[config.mk]
export PLATFORM = sky130hd
export DESIGN_NAME = controle_multiciclo
export DESIGN_NICKNAME = d
export VERILOG_FILES = /design/src/rtl/controle_multiciclo.sv
export SDC_FILE = /design/constraint.sdc
export NUM_CORES = 1
export LEC_CHECK = 0
export CORE_UTILIZATION = 30
export CTS_BUF_LIST = sky130_fd_sc_hd__clkbuf_4
export CTS_CLUSTER_DIAMETER = 80
export DETAILED_ROUTE_END_ITERATION = 10
export GPL_ROUTABILITY_DRIVEN = 0
export HOLD_SLACK_MARGIN = 0.08
export PLACE_DENSITY = 0.58
export SLEW_MARGIN = 20
export SYNTH_ARGS = -nofsm -noshare
export SYNTH_HDL_FRONTEND = slang
export SYNTH_SLANG_ARGS = --single-unit
[constraint.sdc]
create_clock -name clock -period 2.9 [get_ports clock]
set_clock_uncertainty 0.05 [all_clocks]
set_input_delay 0.87 -clock clock [delete_from_list [all_inputs] [get_ports clock]]
set_output_delay 0.87 -clock clock [all_outputs]
set_load 0.02 [all_outputs]
[src/rtl/controle_multiciclo.sv]
// Multi-cycle control unit: fetch/decode/execute/memory/write-back sequencing with
// memory handshake, wait timeout, illegal-opcode trap and a retired-instruction counter.
module controle_multiciclo #(
   parameter int OPCODE_W = 3,
   parameter int TIMEOUT  = 15,
   parameter int CNT_W    = 16
) (
   input  logic                clock,
   input  logic                reset,
   input  logic [OPCODE_W-1:0] OpCode,
   input  logic                MemPronto,
   output logic                Halt,
   output logic                RegFonte,
   output logic                RegDst,
   output logic                EscReg,
   output logic                ULA1,
   output logic                ULA2,
   output logic                Beq,
   output logic                Salto,
   output logic                Set,
   output logic                LerMem,
   output logic                EscMem,
   output logic [2:0]          ULAOp,
   output logic                EscIR,
   output logic                EscPC,
   output logic                Erro,
   output logic [2:0]          Estado,
   output logic [CNT_W-1:0]    InstrCount
);

   // state   | meaning
   // BUSCA   | fetch, wait for MemPronto, load IR
   // DECOD   | latch opcode, trap illegal, catch hlt
   // EXEC    | ALU step; branches and jumps retire here
   // MEM     | load/store handshake
   // ESCRITA | register write-back, retire
   // PARADO  | halted or trapped; left only by reset
   typedef enum logic [2:0] {
      BUSCA   = 3'd0,
      DECOD   = 3'd1,
      EXEC    = 3'd2,
      MEM     = 3'd3,
      ESCRITA = 3'd4,
      PARADO  = 3'd5
   } state_t;

   localparam int WAIT_W = (TIMEOUT < 2) ? 1 : $clog2(TIMEOUT + 1);
   localparam logic [WAIT_W:0] TIMEOUT_V = (WAIT_W + 1)'(TIMEOUT);

   state_t            state, state_next;
   logic [2:0]        op_r;
   logic [WAIT_W-1:0] wait_cnt;
   logic [WAIT_W:0]   wait_inc;
   logic              waiting, timed_out, illegal, trap;

   assign wait_inc  = {1'b0, wait_cnt} + 1'b1;
   assign waiting   = ((state == BUSCA) || (state == MEM)) && !MemPronto;
   // Trap on the cycle that would make the wait count reach TIMEOUT.
   assign timed_out = waiting && (TIMEOUT > 0) && (wait_inc == TIMEOUT_V);
   assign illegal   = ((OpCode >> 3) != '0) || (OpCode[2:0] == 3'b110);

   always_ff @(posedge clock) begin
      if (!reset) state <= BUSCA;
      else        state <= state_next;
   end

   always_comb begin
      state_next = state;
      trap       = 1'b0;
      case (state)
         BUSCA: begin
            if (MemPronto)      state_next = DECOD;
            else if (timed_out) begin state_next = PARADO; trap = 1'b1; end
         end
         DECOD: begin
            if (illegal) begin state_next = PARADO; trap = 1'b1; end
            else if (OpCode[2:0] == 3'b111) state_next = PARADO;
            else                            state_next = EXEC;
         end
         EXEC: begin
            case (op_r)
               3'b000, 3'b001: state_next = MEM;
               3'b010, 3'b101: state_next = ESCRITA;
               default:        state_next = BUSCA;
            endcase
         end
         MEM: begin
            if (MemPronto)      state_next = (op_r == 3'b000) ? ESCRITA : BUSCA;
            else if (timed_out) begin state_next = PARADO; trap = 1'b1; end
         end
         ESCRITA: state_next = BUSCA;
         PARADO:  state_next = PARADO;
         default: state_next = BUSCA;
      endcase
   end

   always_comb begin
      Halt = 1'b0; RegFonte = 1'b0; RegDst = 1'b0; EscReg = 1'b0;
      ULA1 = 1'b0; ULA2 = 1'b0; Beq = 1'b0; Salto = 1'b0; Set = 1'b0;
      LerMem = 1'b0; EscMem = 1'b0; EscIR = 1'b0; EscPC = 1'b0;
      if ((state == EXEC) || (state == MEM) || (state == ESCRITA)) begin
         RegDst   = (op_r == 3'b000);
         RegFonte = (op_r == 3'b010) || (op_r == 3'b101);
         Set      = (op_r == 3'b010);
         ULA1     = (op_r == 3'b010) || (op_r == 3'b011) || (op_r == 3'b101);
         ULA2     = ULA1;
      end
      case (state)
         BUSCA: begin
            LerMem = 1'b1;
            EscIR  = MemPronto;
         end
         EXEC: begin
            Beq   = (op_r == 3'b011);
            Salto = (op_r == 3'b100);
            EscPC = Beq || Salto;
         end
         MEM: begin
            LerMem = (op_r == 3'b000);
            EscMem = (op_r == 3'b001);
            EscPC  = EscMem && MemPronto;
         end
         ESCRITA: begin
            EscReg = 1'b1;
            EscPC  = 1'b1;
         end
         PARADO:  Halt = 1'b1;
         default: ;
      endcase
   end

   assign ULAOp  = op_r;
   assign Estado = state;

   always_ff @(posedge clock) begin
      if (!reset) begin
         op_r       <= 3'b000;
         wait_cnt   <= '0;
         Erro       <= 1'b0;
         InstrCount <= '0;
      end else begin
         if (state == DECOD) op_r <= OpCode[2:0];
         if (state_next != state) wait_cnt <= '0;
         else if (waiting)        wait_cnt <= wait_cnt + 1'b1;
         if (trap)  Erro       <= 1'b1;
         if (EscPC) InstrCount <= InstrCount + 1'b1;
      end
   end

endmodule

; ---- Word-level counts from Yosys, hierarchy flattened
; Cells that the tools add are included.
[totals]
reg_bits = 27
wordCells = 64
output_inout_bits = 36
inputBits = 6
[op_classes]
eq_ne = 14
muxes = 24
reduce_logical = 17
bitwise_logic = 1
n_addsub = 3
[ops]
columns = op, n
row1 = $eq 3x3->1 const B, 6
row2 = $mux 3, 6
row3 = $add 16x1->16 const B, 1
row4 = $pmux 3 s5, 1
row5 = $mux 1, 13
row6 = $eq 3x2->1 const B, 4
row7 = $reduce_or 2->1, 4
row8 = $logic_or 1x1->1, 7
row9 = $eq 3x1->1 const B, 2
row10 = $logic_not 3->1, 2
row11 = $pmux 3 s2, 1
row12 = $add 4x1->5 const B, 1
row13 = $eq 5x4->1 const B, 1
row14 = $add 4x1->4 const B, 1
row15 = $pmux 1 s2, 2
row16 = $logic_and 1x1->1, 3
row17 = $ne 3x3->1, 1
row18 = $pmux 1 s3, 1
row19 = $logic_not 1->1, 1
row20 = $not 1->1, 1

; ---- Depth between registers and ports, before layout
; Gate-level depths: netlist of the first run.
[logic_depth]
depth_word = 9
ltp_mapped = 7
depth_no_buf = 7

; ---- Worst setup path after synthesis of the first run
; Ideal clock, no wire load.
[synth_timing]
kind = register to output
startpoint = register state[0] (netlist: Estado[0])
endpoint = output RegDst
path_slack_ns = 0.167
stages_incl_launch_ff = 7
t_required_ns = 1.980
n_path_buf = 1
t_arrival_ns = 1.813
path_cell_list = dfxtp_1 > buf_2 > nor2_1 > nand2_1 > inv_1 > nor2_1 > nor4_1
[synth_via]
elab_chain_len = 4
word_cells_on_any_way = 6
classes_between = eq/ne: 3 / mux: 1 / reduce/logical: 2
[synth_lines]
columns = element, line_no
row1 = start: declaration, 50  ; state_t state, state_next;
row2 = start signal: assignment, 64  ; else state <= state_next;
row3 = $eq 3x2->1, 101  ; if ((state == EXEC) || (state == MEM) || (state == ESCRITA)) begin
row4 = $logic_or 1x1->1, 101
row5 = $logic_or 1x1->1 (*), 101
row6 = $mux 1 (*), 101
row7 = end: declaration, 14  ; output logic RegDst,
; Mark *: on every way between the ends. The rest lies on a longest branch, timed or not.

; ---- Worst setup path after layout of the first run
[layout_timing]
startpoint = register op_r[1] (netlist: ULAOp[1])
endpoint = output EscMem
[layout_via]
elab_chain_len = 2
[layout_lines]
columns = element, line_no
row1 = start: declaration, 51  ; logic [2:0] op_r;
row2 = start signal: assignment, 142  ; if (state == DECOD) op_r <= OpCode[2:0];
row3 = $eq 3x1->1, 120  ; EscMem = (op_r == 3'b001);
row4 = $mux 1, 108  ; case (state)
row5 = end: declaration, 22  ; output logic EscMem,
; Every way passes these cells.

==> results of run 1 <==
==> report_power, final <==
group / total [mW] / switching, mW / leakage (nW) / internal (mW)
registers: 0.397 / 0.0134 / 0.219 / 0.384
clock network: 0.182 / 0.119 / 0.0184 / 0.0633
logic: 0.227 / 0.127 / 0.768 / 0.100
==> layout make-up <==
| cell class | instances | area [µm²] | share of cell area |
|---|---|---|---|
| Sequential cell | 27 | 541.8 | 0.2435 |
| Multi-Input combinational cell | 163 | 1041 | 0.4679 |
| Timing Repair Buffer | 52 | 505.5 | 0.2272 |
| Clock buffer | 4 | 30.03 | 0.01350 |
| Inverter | 5 | 18.77 | 0.008436 |
| Tap cell | 70 | 87.58 | 0.03937 |
==> cell usage in the layout (no fill, tap or decap), drive strengths merged, types with 2 or more instances in the layout <==
master and count:
a21bo 2, a21boi 4, a21oi 10, a311oi 2, a31oi 5, and2 9, and3 6, buf 11
clkbuf 4, clkdlybuf4s50 31, dfxtp 27, dlygate4sd2 3, dlymetal6s2s 6, ha 3, inv 5, mux2i 12
nand2 22, nand2b 13, nand3 10, nand3b 4, nand4 7, nor2 16, nor2b 4, nor3 5
o21ai 6, or3b 2, xnor2 5, xor2 4
==> flip-flops by register name, indices dropped and copies added, names as in the netlist <==
| register | cells |
|---|---|
| Erro | 1 |
| Estado | 3 |
| InstrCount | 16 |
| ULAOp | 3 |
| wait_cnt | 4 |
==> layer usage <==
metal / track usage / vias to the layer above / wire, µm
met4: 0.04615 / 0 / 27
met3: 0.01916 / 2 / 104
met5: 0 / - / 0
met2: 0.2155 / 27 / 1648
li1: - / 816 / -
met1: 0.1994 / 698 / 2138
==> timing repair <==
| item | CTS | global route |
|---|---|---|
| hold endpoints to repair | 0 | 0 |
| resized for setup | 8 | 8 |
| hold buffers | 0 | 0 |
| cloned | 0 | 0 |
| endpoints found under the setup margin | 6 | 8 |
| pin swaps | 0 | 0 |
==> path summary, 6_finish.rpt <==
| kind | end | slack (ns) | cells after the start |
|---|---|---|---|
| worst max-delay path | EscMem | 0.11 | 4 |
| worst min-delay path | InstrCount[15]$_SDFFE_PN0P_ | 0.43 | 2 |
| worst max register to register | InstrCount[15]$_SDFFE_PN0P_ | 1.04 | 6 |
| worst min register to register | InstrCount[15]$_SDFFE_PN0P_ | 0.43 | 2 |
==> kinds of logic (layout without fill, tap and decap cells) <==
kind of cell,count (synthesis),in the layout,synth area share
compound gates,34,34,0.1351
xor+xnor,9,9,0.04780
fa+ha+maj,3,3,0.02276
buf+inv,16,61,0.04552
flops,27,27,0.3278
mux,12,12,0.07284
simple gates,105,105,0.3483
==> per-stage QoR <==
step,std cells,utilization,TNS [ns],power (mW)
6_report,321,0.4274,0,0.8069
5_1_grt,321,0.4274,0,0.8575
4_1_cts,321,0.4238,0,0.8131
3_5_place_dp,317,0.4175,-0.5832,0.6337
3_3_place_gp,317,0.4175,-0.5355,0.6349
2_1_floorplan,206,-,0,0.5454
==> worst min-delay path, cell delays in order (launching register included) <==
cell and delay [ns]:
sky130_fd_sc_hd__dfxtp_1 0.35, sky130_fd_sc_hd__nand2_1 0.05, sky130_fd_sc_hd__mux2i_1 0.05
==> load_flow_metrics.sql, run 1 <==
INSERT INTO impl_metrics (metric_group, metric, value, unit) VALUES
('synth', 'synth_area_leader_cell', 'sky130_fd_sc_hd__dfxtp_1', ''),
('clocking', 'tritoncts_buffers', '3', ''),
('cells_and_area', 'layout.nets', '261', ''),
('synth', 'synth_top_area_frac', '0.3278', ''),
('placement', 'portBuffers', '41', ''),
('critical_path', 'crit_fanout', '10', ''),
('critical_path', 'startpoint_type', 'flop', ''),
('detailed_routing', 'via_per_inst', '4.807', ''),
('synth', 'postSynthNetCount', '215', ''),
('synth', 'post_synth_instance_area', '1649', 'µm²'),
('pwr', 'power_leakage', '1.005', 'nW'),
('synth', 'post_synth_num_cell_types', '41', ''),
('synth', 'synth_ff_type', 'sky130_fd_sc_hd__dfxtp_1', ''),
('cells_and_area', 'final.fill_count', '550', ''),
('critical_path', 'crit-reg2reg-launch', 'Estado[1]$_SDFF_PN0_', ''),
('detailed_routing', 'vias', '1543', ''),
('flow_run', 'max-cap-violations', '0', ''),
('outcome', 'run_status', 'completed', ''),
('sta', 'fin_crit', '2.788', 'ns'),
('synth', 'yosysSeqAreaShare', '0.3278', ''),
('sta', 'report.final.setup_viol', '0', ''),
('synth', 'synth.area.top_cells', 'sky130_fd_sc_hd__dfxtp_1 (33%), sky130_fd_sc_hd__mux2i_1 (7.3%), sky130_fd_sc_hd__nand2_1 (5.0%)', ''),
('critical_path', 'max_stage_delay', '0.59', 'ns'),
('synth', 'post_synth_edffs', '0', ''),
('detailed_routing', 'route.final.wire_length', '3.919', 'mm'),
('die', 'design.die.area', '5797', 'µm²'),
('critical_path', 'critPathTopFamily', 'buffers and inverters', ''),
('die', 'design.core.area', '5205', 'µm²'),
('global_route', 'first_global_vias', '1412', ''),
('cells_and_area', 'synthToLayoutAreaGrowth', '34.90', '%'),
('placement', 'detailed_place_hpwl', '2.881', 'mm'),
('worst_hold_path', 'hold_path.class', 'reg -> reg', ''),
('die', 'placementRows', '26', ''),
('critical_path', 'critical_path.slowest_cell', 'sky130_fd_sc_hd__clkdlybuf4s50_1', ''),
('cells_and_area', 'count_of_inserted_antenna_diode_cells', '0', ''),
('global_route', 'grt.overflow.total', '0', ''),
('global_route', 'largest_net_degree_at_the_start_of_global_routing', '33', ''),
('worst_hold_path', 'hp-start', 'InstrCount[15]$_SDFFE_PN0P_', ''),
('sta', 'timing_max_transition_violations_final', '0', ''),
('sta', 'endpoints_failing_hold', '0', ''),
('sta', 'fmax', '358.6', 'MHz'),
('detailed_routing', 'dr.pass1.iters', '4', ''),
('synth', 'synth.yosys.warnings', '0', ''),
('detailed_routing', 'detailedRoute.firstIterationViolations', '55', ''),
('clocking', 'clk_pin_slew', '0.15', 'ns'),
('global_route', 'antenna_found_initial', '0', ''),
('die', 'start_util', '0.3168', ''),
('global_route', 'groute.usage.overall', '0.1397', ''),
('clocking', 'clock_tree.htree_level_count', '1', ''),
('clocking', 'root_cell_of_the_clock_tree', 'sky130_fd_sc_hd__clkbuf_4', ''),
('synth', 'synthTopCellsByCount', 'sky130_fd_sc_hd__dfxtp_1 (27), sky130_fd_sc_hd__nand2_1 (22), sky130_fd_sc_hd__nor2_1 (16), sky130_fd_sc_hd__nand2b_1 (13), sky130_fd_sc_hd__mux2i_1 (12)', ''),
('die', 'io-pin-count', '42', ''),
('sta', 'worst_max_slew_pin_slew', '0.2952', 'ns'),
('detailed_routing', 'number_of_nets_with_antenna_violations_after_detailed_routing', '0', ''),
('detailed_routing', 'post-route-drc-count', '0', ''),
('synth', 'count_of_mapped_cells_out_of_synthesis', '206', ''),
('clocking', 'post-cts-setup-buffer-count', '0', ''),
('die', 'fp.dieW', '76.14', 'µm'),
('synth', 'synth.avg_cell_area', '8.005', 'µm²'),
('pwr', 'power_density', '362.7', 'nW/µm²'),
('critical_path', 'crit_start', 'ULAOp[1]$_SDFFE_PN0P_', ''),
('critical_path', 'timing.setup.critical_path_class', 'reg -> out', ''),
('cells_and_area', 'postLayoutCellArea', '2225', 'µm²'),
('sta', 'rsz_0062_raised_after_global_routing', 'no', ''),
('critical_path', 'timing.critical_path.cells', 'buf_4 > and4bb_2 > and2_1 > clkdlybuf4s50_1', ''),
('clocking', 'cts.sinks', '27', ''),
('die', 'die_y', '76.14', 'µm'),
('critical_path', 'path_buf_inv', '2', ''),
('synth', 'post-synth-top-count-cell', 'sky130_fd_sc_hd__dfxtp_1', ''),
('sta', 'post_route_hold_slack', '0.4323', 'ns'),
('sta', 'final.setup.worst_slack', '0.1116', 'ns');
(Power assumes the default switching activity.)
==> run 2: changes to the inputs <==
--- a/config.mk
+++ b/config.mk
@@ -5,6 +5,7 @@
 export SDC_FILE = /design/constraint.sdc
 export NUM_CORES = 1
 export LEC_CHECK = 0
+export CAP_MARGIN = 25
 export CORE_UTILIZATION = 30
 export CTS_BUF_LIST = sky130_fd_sc_hd__clkbuf_4
 export CTS_CLUSTER_DIAMETER = 80
==> results of run 2 <==
Final layout, timing and power as in run 1 (identical DEF).
==> RTL change, RTL diff (flow settings as in run 1) <==
The parameter `TIMEOUT` goes from 15 to 30.
--- a/src/rtl/controle_multiciclo.sv
+++ b/src/rtl/controle_multiciclo.sv
@@ -3,5 +3,5 @@
 module controle_multiciclo #(
    parameter int OPCODE_W = 3,
-   parameter int TIMEOUT  = 15,
+   parameter int TIMEOUT  = 30,
    parameter int CNT_W    = 16
 ) (
Check against the original RTL: same outputs for any inputs over 10 cycles, from zero or initial values and one cycle with reset low; that may be too few to reach the edited logic, so the function may still have changed.
==> RTL change against run 1 <==
  * Sequential share of layout area increased by 0.33 points
  * Synthesized cell count unchanged
  * Non-clock buffer count increased by 8
  * Sequential cell count increased by 1
  * Register-to-register slack got worse by 0.08 ns
  * Total power increased by 14%
  * Final area increased by 3.2%
  * Global-route usage increased by 1.1 points
  * Routed wire length increased by 6.9%
  * Worst setup slack improved by 0.048 ns
  * Area after synthesis increased by 0.83%
==> RTL change: results (changes against run 1) <==
VDD IR-drop max=0.0001737 V (+22%); WHS Endpoint=InstrCount[4]$_SDFFE_PN0P_; Max FO, Critical Path=7 (-3); post-DP HPWL=3163 um (+9.8%); Largest regs=InstrCount (16), wait_cnt (5); DP Worst Slack=-0.4609 ns (-0.1056 ns); via-per-instance ratio=4.979 (+3.6%); Sw Pwr=323.8 uW (+25%); vias in the first global route=1548 (+9.6%); reg2reg end=wait_cnt[1]$_SDFFE_PP0P_; Seq/Total Area, Yosys=33.71% (+0.93 points); post-synthesis cell type count=42 (+2.4%); Total GRT Usage=15.09% (+1.1 points); total number of vias=1643 (+6.5%); global-route wire length before repair=7265 um (+9.3%); GR Util met3=2.994% (+1.1 points); Post-Syn Nets=215 (unchanged); initial drt markers=74 (+35%); routed len/inst=12.69 um (+3.9%); nets=270 (+3.4%); hold_sp=InstrCount[4]$_SDFFE_PN0P_; P_leak=0.9003 nW (-10%); Post-synth top cells=28 x dfxtp_1, 25 x nor2_1, 18 x nand2_1, 15 x a21oi_1, 10 x nand2b_1; critical path data arrival time=1.82 ns (-0.05 ns); Layout fillers=546 (-0.73%); largest net degree at the start of global routing=16 (-52%); worst reg2reg path depth=6 (unchanged); outcome=finished clean; synth top area cells=dfxtp_1 34%, nor2_1 5.6%, mux2i_1 5.4%; Placed Cells=326 (+2.8%); GRT met1 Usage=20.06% (+0.12 points); crit path from=ULAOp[0]$_SDFFE_PN0P_; reg2reg start=ULAOp[1]$_SDFFE_PN0P_; share of layout cells above drive strength 1=13.08% (+3.1 points); GR Util met2=24.86% (+3.3 points); setup bufs post-CTS=0 (unchanged); Rel. slew slack=67.08% (-13 points); CTS resizes=14 (+6); R2R Setup Slk=0.96 ns (-0.08 ns); Synth warnings=0 (unchanged); Ant. Diodes=0 (unchanged)
==> RTL change: critical path, stage by stage (launching register included) <==
cell and delay [ns]:
dfxtp_1 0.48, nand4bb_1 0.21, nor2_1 0.17, clkdlybuf4s50_1 0.62
==> RTL change: area by class of cell <==
type,instances,area (sq um),share of cell area [%]
Clock buffer,3,22.52,0.9809
Tap cell,70,87.58,3.815
Clock inverter,1,3.754,0.1635
Sequential cell,28,566.8,24.69
Multi-Input combinational cell,162,1037,45.18
Timing Repair Buffer,60,555.5,24.20
Inverter,6,22.52,0.9809
==> RTL change: kinds of logic after synthesis <==
| family | Yosys count | synth area share, % |
|---|---|---|
| simple gates | 101 | 32.73 |
| xor+xnor | 10 | 5.267 |
| compound gates | 39 | 15.88 |
| mux | 9 | 5.418 |
| fa+ha+maj | 3 | 2.258 |
| buf+inv | 16 | 4.739 |
| flops | 28 | 33.71 |
==> RTL change: worst max-delay path by stage <==
stage / endpoint / slack, ns / depth (start not counted)
final: Beq / 0.16 / 3
after global routing: Beq / 0.02 / 3
after CTS: EscPC / -0.08 / 5
after detailed placement: EscPC / -0.46 / 5
after global placement: EscPC / -0.47 / 5
after floorplan: RegDst / 0.08 / 5
==> RTL change: stage by stage <==
stage	area, sq um	TNS (ns)	hold WS, ns
after floorplan	1669	0	0.4649
after global placement	2253	-0.7330	0.4090
after detailed placement	2253	-0.7056	0.4264
after CTS	2270	-0.08149	0.4477
after global routing	2296	0	0.4961
final	2296	0	0.4416
==> RTL change: power groups by stage <==
stage / registers, mW / logic [mW] / clock network, mW
floorplan: 0.444 / 0.187 / 0
global placement: 0.439 / 0.325 / 0
detailed placement: 0.440 / 0.323 / 0
CTS: 0.433 / 0.315 / 0.181
global route: 0.438 / 0.348 / 0.207
finish: 0.433 / 0.318 / 0.171
==> RTL change: routing by layer <==
metal,vias up,share of wire [%]
met3,2,4.5
met2,36,45
li1,853,-
met4,0,0.50
met1,752,49
met5,-,0
